$ cat config.mk
export PLATFORM = sky130hd
export DESIGN_NAME = edge_detect_multi
export DESIGN_NICKNAME = d
export VERILOG_FILES = /design/src/rtl/edge_detect_multi.sv
export SDC_FILE = /design/constraint.sdc
export NUM_CORES = 1
export LEC_CHECK = 0
export CAP_MARGIN = 20
export CORE_ASPECT_RATIO = 0.5
export CORE_UTILIZATION = 30
export CTS_BUF_LIST = sky130_fd_sc_hd__clkbuf_8
export DETAILED_ROUTE_END_ITERATION = 10
export GPL_TIMING_DRIVEN = 0
export PLACE_DENSITY = 0.58
export SLEW_MARGIN = 40
export SYNTH_ARGS = -nofsm -noshare
export SYNTH_HDL_FRONTEND = slang
export SYNTH_SLANG_ARGS = --single-unit
$ cat constraint.sdc
create_clock -name clk -period 1 [get_ports clk]
set_input_delay 0.25 -clock clk [delete_from_list [all_inputs] [get_ports clk]]
set_output_delay 0.25 -clock clk [all_outputs]
set_load 0.1 [all_outputs]
$ cat src/rtl/edge_detect_multi.sv
// edge_detect_multi: multi-channel edge detector for raw board inputs.
// Each channel has a synchroniser, an optional debounce filter, a
// rise/fall/both mode select, a one-cycle registered tick and a sticky
// pending flag. irq is the OR of all pending flags.
// Optional feature macro: EDGE_CNT_EN adds per-channel saturating event
// counters with a registered read port (cnt_sel / cnt_clr / cnt_val).
module edge_detect_multi #(
    parameter int unsigned N_CH        = 4,
    parameter int unsigned SYNC_STAGES = 2,
    parameter int unsigned DEB_CYCLES  = 4
`ifdef EDGE_CNT_EN
    ,
    parameter int unsigned CNT_W       = 8
`endif
) (
    input  logic                                       clk,
    input  logic                                       reset,
    input  logic [N_CH-1:0]                            level,
    input  logic [2*N_CH-1:0]                          mode,
    input  logic [N_CH-1:0]                            clr,
    output logic [N_CH-1:0]                            tick,
    output logic [N_CH-1:0]                            pend,
    output logic                                       irq
`ifdef EDGE_CNT_EN
    ,
    input  logic [((N_CH > 1) ? $clog2(N_CH) : 1)-1:0] cnt_sel,
    input  logic                                       cnt_clr,
    output logic [CNT_W-1:0]                           cnt_val
`endif
);

    // ------------------------------------------------------------------
    // Input synchroniser
    // ------------------------------------------------------------------
    logic [N_CH-1:0] sync_q [SYNC_STAGES];
    logic [N_CH-1:0] sync_out;

    // Shift the raw asynchronous inputs through the synchroniser chain
    always_ff @(posedge clk) begin
        if (reset) begin
            for (int s = 0; s < SYNC_STAGES; s++) begin
                sync_q[s] <= '0;
            end
        end else begin
            sync_q[0] <= level;
            for (int s = 1; s < SYNC_STAGES; s++) begin
                sync_q[s] <= sync_q[s-1];
            end
        end
    end

    assign sync_out = sync_q[SYNC_STAGES-1];

    // ------------------------------------------------------------------
    // Debounce: a new level is accepted only after DEB_CYCLES consecutive
    // samples disagree with the current stable level.
    // ------------------------------------------------------------------
    logic [N_CH-1:0] stable;

    if (DEB_CYCLES > 0) begin : g_deb
        localparam int unsigned   DebW    = $clog2(DEB_CYCLES + 1);
        localparam logic [DebW-1:0] DebLast = DebW'(DEB_CYCLES - 1);

        logic [DebW-1:0] deb_q [N_CH];
        logic [DebW-1:0] deb_d [N_CH];
        logic [N_CH-1:0] stable_q;
        logic [N_CH-1:0] stable_d;

        // Count disagreeing samples; any agreeing sample restarts the count
        always_comb begin
            stable_d = stable_q;
            for (int i = 0; i < N_CH; i++) begin
                deb_d[i] = '0;
                if (sync_out[i] != stable_q[i]) begin
                    if (deb_q[i] == DebLast) begin
                        stable_d[i] = sync_out[i];
                    end else begin
                        deb_d[i] = deb_q[i] + 1'b1;
                    end
                end
            end
        end

        // Debounce state registers
        always_ff @(posedge clk) begin
            if (reset) begin
                stable_q <= '0;
                for (int i = 0; i < N_CH; i++) begin
                    deb_q[i] <= '0;
                end
            end else begin
                stable_q <= stable_d;
                for (int i = 0; i < N_CH; i++) begin
                    deb_q[i] <= deb_d[i];
                end
            end
        end

        assign stable = stable_q;
    end else begin : g_nodeb
        assign stable = sync_out;
    end

    // ------------------------------------------------------------------
    // Edge detection, tick and pending flags
    // ------------------------------------------------------------------
    logic [N_CH-1:0] prev_q;
    logic [N_CH-1:0] tick_q, tick_d;
    logic [N_CH-1:0] pend_q, pend_d;
    logic [N_CH-1:0] rise, fall;
    logic [N_CH-1:0] mode_rise, mode_fall;

    // Split the packed 2-bit-per-channel mode field into rise/fall enables
    always_comb begin
        mode_rise = '0;
        mode_fall = '0;
        for (int i = 0; i < N_CH; i++) begin
            mode_rise[i] = mode[2*i];
            mode_fall[i] = mode[2*i+1];
        end
    end

    // prev tracks stable regardless of mode, so re-enabling is spurious-free
    assign rise   = stable & ~prev_q;
    assign fall   = ~stable & prev_q;
    assign tick_d = (rise & mode_rise) | (fall & mode_fall);
    // A new event beats a coinciding clear so nothing is lost
    assign pend_d = tick_d | (pend_q & ~clr);

    // Detection and flag registers
    always_ff @(posedge clk) begin
        if (reset) begin
            prev_q <= '0;
            tick_q <= '0;
            pend_q <= '0;
        end else begin
            prev_q <= stable;
            tick_q <= tick_d;
            pend_q <= pend_d;
        end
    end

    assign tick = tick_q;
    assign pend = pend_q;
    assign irq  = |pend_q;

`ifdef EDGE_CNT_EN
    // ------------------------------------------------------------------
    // Per-channel saturating event counters
    // ------------------------------------------------------------------
    localparam int unsigned SelW = (N_CH > 1) ? $clog2(N_CH) : 1;

    logic [CNT_W-1:0] cnt_q [N_CH];
    logic [CNT_W-1:0] cnt_d [N_CH];
    logic [CNT_W-1:0] cnt_val_q, cnt_val_d;

    // Count ticks, saturating at all-ones; a global clear beats a tick
    always_comb begin
        for (int i = 0; i < N_CH; i++) begin
            cnt_d[i] = cnt_q[i];
            if (cnt_clr) begin
                cnt_d[i] = '0;
            end else if (tick_d[i] && (cnt_q[i] != '1)) begin
                cnt_d[i] = cnt_q[i] + 1'b1;
            end
        end
    end

    // Read mux; selects beyond the last channel read as zero
    always_comb begin
        cnt_val_d = '0;
        for (int i = 0; i < N_CH; i++) begin
            if (cnt_sel == SelW'(i)) begin
                cnt_val_d = cnt_q[i];
            end
        end
    end

    // Counter and read-port registers
    always_ff @(posedge clk) begin
        if (reset) begin
            cnt_val_q <= '0;
            for (int i = 0; i < N_CH; i++) begin
                cnt_q[i] <= '0;
            end
        end else begin
            cnt_val_q <= cnt_val_d;
            for (int i = 0; i < N_CH; i++) begin
                cnt_q[i] <= cnt_d[i];
            end
        end
    end

    assign cnt_val = cnt_val_q;
`endif

endmodule

==> results.md <==
- Period minus WS final: roughly 1.6 ns
- Yosys top cell area share: between 50% and 60%
- Part of the power in combinational logic: ~6%
- Vias per inst: between 4 and 5
- Outcome: finished, violations left
- Int Power: approximately 2.1 mW
- Ys flop type: dfxtp_1
- Die ar.: 4600 sq um
- Core area: 4020 sq um
- Reg2reg path depth: 4
- Most common cell in the netlist: dfxtp_1
- CTS buffer count: 5
- Kind of critical path: flop to output port
- Global route overflow: 0
- Slew HR: 72.2%
- Initial DRC Count: 10
- Post-route DRC: 0
- R2R Path End: g_deb.stable_q[0]
- IO Count: 27
- Vias in the first global route: 862
- Root buffer cell: clkbuf_8
- Post-synthesis register bit count: 36
- CTS tree: built
- Critical Path RT: between 0.7 and 0.8 ns
- Clk Latency, worst-skew pair: just under 0.3 ns
- Synth Area in Simple Gates: 23.1%
- Share of layout cells above drive strength 1: 42.5%
- Reg2Reg Setup Slack: -0.08 ns
- Die W: 94.9 microns
- Antenna Violating Nets Remaining: 0
- DP HPWL: 1600 microns
- Antenna fix cells: 0
- Worst R2R Start: g_deb.deb_q[0][0]
- GP Congestion: 0.590
- Main combinational cell family by area after synthesis: simple AND/OR/NAND/NOR gates
- Failing checks: setup timing
- Worst-path clk slew: 0.07 ns
- Net Sw Frac: 21.3%
- Asr flop ratio synth: 0%
- Commonest cells in the synthesized netlist: dfxtp_1 (36), nor2b_1 (12), ha_1 (8), nand3b_1 (8), nor4_1 (7)
- Final setup fails: 15
- Max-slew violations: 0
- CP endpoint: irq
- Synthesized area per cell: 11.9 sq um
- Maximum net fanout on the critical path: 2
- Starting Density: 32.2%
- Setup Skew: 0.00635 ns
- Synth area leaders: dfxtp_1 (56%), ha_1 (7.7%), nor2b_1 (5.8%), nand3b_1 (4.6%), nor4b_2 (4.6%)
- Pin count of the biggest net entering global routing: 11
- Compound-Gate Fraction of Synth Area: about 3.5%
- Clock share of power: 39.1%
- Worst Path Arrival: 1.36 ns
- Sequential area share after synthesis: 55.7%
- Crit share post-route: 161%
- Post-Synth Adder-Cell Area: 7.74%
- Clock sink total: 36
- Unrepaired setup endpoints after global routing: yes
- Row count: 16
- Pwr Total: around 2.6 mW
- Final worst slack: -0.610 ns
- Longest Clk Path Bufs: 2
- Syn Std Cell Area: between 1000 and 1500 sq um
- Die H: about 48 microns
- Power density cells: ~1300 nW/um^2
- Layout area overhead: 59.2%
- Detailed Routing Iterations Pass 1: 3
- H-tree levels: 2
- Final Hold Viols: 0
- Cell taking the most area after synthesis: dfxtp_1
- Synth Area in XOR/XNOR: 2.71%
- Post-Route WL: 2540 microns
- CP startpoint: pend[0]
- Yosys warnings: 0
- Fin cells: 200
- Net Sw Power: 0.563 mW
- Routed via count: 904
- WL per Instance: 12.7 microns
- Library cells used by synthesis: 17
- HP Class: input pin to flop
- # hold bufs at CTS: 0
- Worst vdd ir: roughly 0.46 mV
- Synth Instances: roughly 110
- Reg power frac: ~55%
- Max cap viols: 0
- Post-synthesis mux area share: approximately 3.1%
- Max Fclk: 0.621 GHz
- First-pass GRT wire length: 4000 microns
- PortBufs: 25
- Initial antenna violation count: 0
- Leakage: between 0.6 and 0.7 nW
- EDFF count, synth: 0
- Slew @ Worst Pin: 0.414 ns
- Net Count, Synth: 135
- Critical path endpoint category: output port
- Placed cells: 188
- Layout Nets: ~170
- All-Layer GR Usage: 12.1%
- Startpoint type of the worst setup path: flop
==> critical path, stage by stage (launching register included) <==
cell	delay, ns
dfxtp_4	0.34
or4_4	0.54
buf_12	0.18
==> power by group through the flow <==
stage | Combinational, mW | Clock (mW) | Sequential [mW]
5_1_grt | 0.169 | 1.14 | 1.45
4_1_cts | 0.140 | 1.08 | 1.46
3_3_place_gp | 0.136 | 0 | 1.49
6_report | 0.156 | 1.03 | 1.45
2_1_floorplan | 0.0591 | 0 | 1.48
3_5_place_dp | 0.138 | 0 | 1.49
==> metal layers <==
layer / global-route usage [%] / wire (microns) / part of all wire (%) / vias to the layer above
li1: - / - / - / 453
met1: 13.9 / 1130 / 44 / 432
met2: 18.7 / 1260 / 50 / 11
met3: 4.72 / 81 / 3.2 / 8
met4: 8.33 / 72 / 2.8 / 0
met5: 0 / 0 / 0 / -
==> sequential cells by signal (all words and copies together) (netlist names) <==
| register | count |
|---|---|
| pend | 4 |
| sync_q | 8 |
| prev_q | 4 |
| g_deb.stable_q | 4 |
| tick | 4 |
| g_deb.deb_q | 12 |
==> cells in the final DEF (no fill, tap or decap) <==
cell type,count
dfxtp_1,20
clkdlybuf4s50_1,16
nor2b_1,12
dfxtp_2,10
buf_12,9
nand3b_1,8
ha_4,8
inv_1,6
clkbuf_8,6
dfxtp_4,6
buf_6,4
nor4b_2,4
nor4_4,4
nand2b_1,4
a31oi_1,4
mux2i_1,4
nor2_1,4
a21oi_1,4
xnor2_2,3
nor4_2,3
buf_4,3
or4_4,1
buf_2,1
xnor2_1,1
nor4_1,1
==> stage by stage <==
step           worst slack, ns  util (%)  hold WS [ns]  cell area, sq um  setup TNS, ns
2_1_floorplan           -0.424         -         0.378              1380         -0.424
3_3_place_gp             -1.07      42.1         0.402              1690          -6.92
3_5_place_dp            -0.393      41.0         0.408              1650          -1.00
4_1_cts                 -0.616      48.2         0.156              1940          -1.33
5_1_grt                 -0.642      51.2         0.161              2060          -2.06
6_report                -0.610      51.2         0.159              2060          -1.42
==> cell families after synthesis <==
family          Yosys count
simple gates             41
flops                    36
compound gates            8
buf+inv                   8
fa+ha+maj                 8
xor+xnor                  4
mux                       4
==> worst min path at each step <==
stage / start / endpoint / slack [ns] / cells after the start
final: reset / sync_q[0][0] / 0.16 / 2
after global routing: reset / prev_q[0] / 0.16 / 2
after CTS: reset / sync_q[0][0] / 0.16 / 2
after detailed placement: g_deb.deb_q[2][0] / g_deb.deb_q[2][0] / 0.41 / 1
after global placement: g_deb.deb_q[2][0] / g_deb.deb_q[2][0] / 0.40 / 1
after floorplan: level[0] / sync_q[0][0] / 0.38 / 1
==> cell type report <==
type / instances / area, sq um
multi-input combinational: 65 / 718
clock buffer: 6 / 82.6
tap: 54 / 67.6
buffer: 4 / 38.8
timing repair buffer: 29 / 374
fill: 336 / 1960
inverter: 4 / 15.0
sequential: 36 / 756
clock inverter: 2 / 7.51
==> timing repair <==
action | 4_1_cts | 5_1_grt
hold endpoints to repair | 0 | 0
setup endpoints to repair | 19 | 24
resized for setup | 46 | 18
pin swaps | 9 | 6
setup buffers | 1 | 3
No activity file was read; power rests on OpenSTA's default activity.
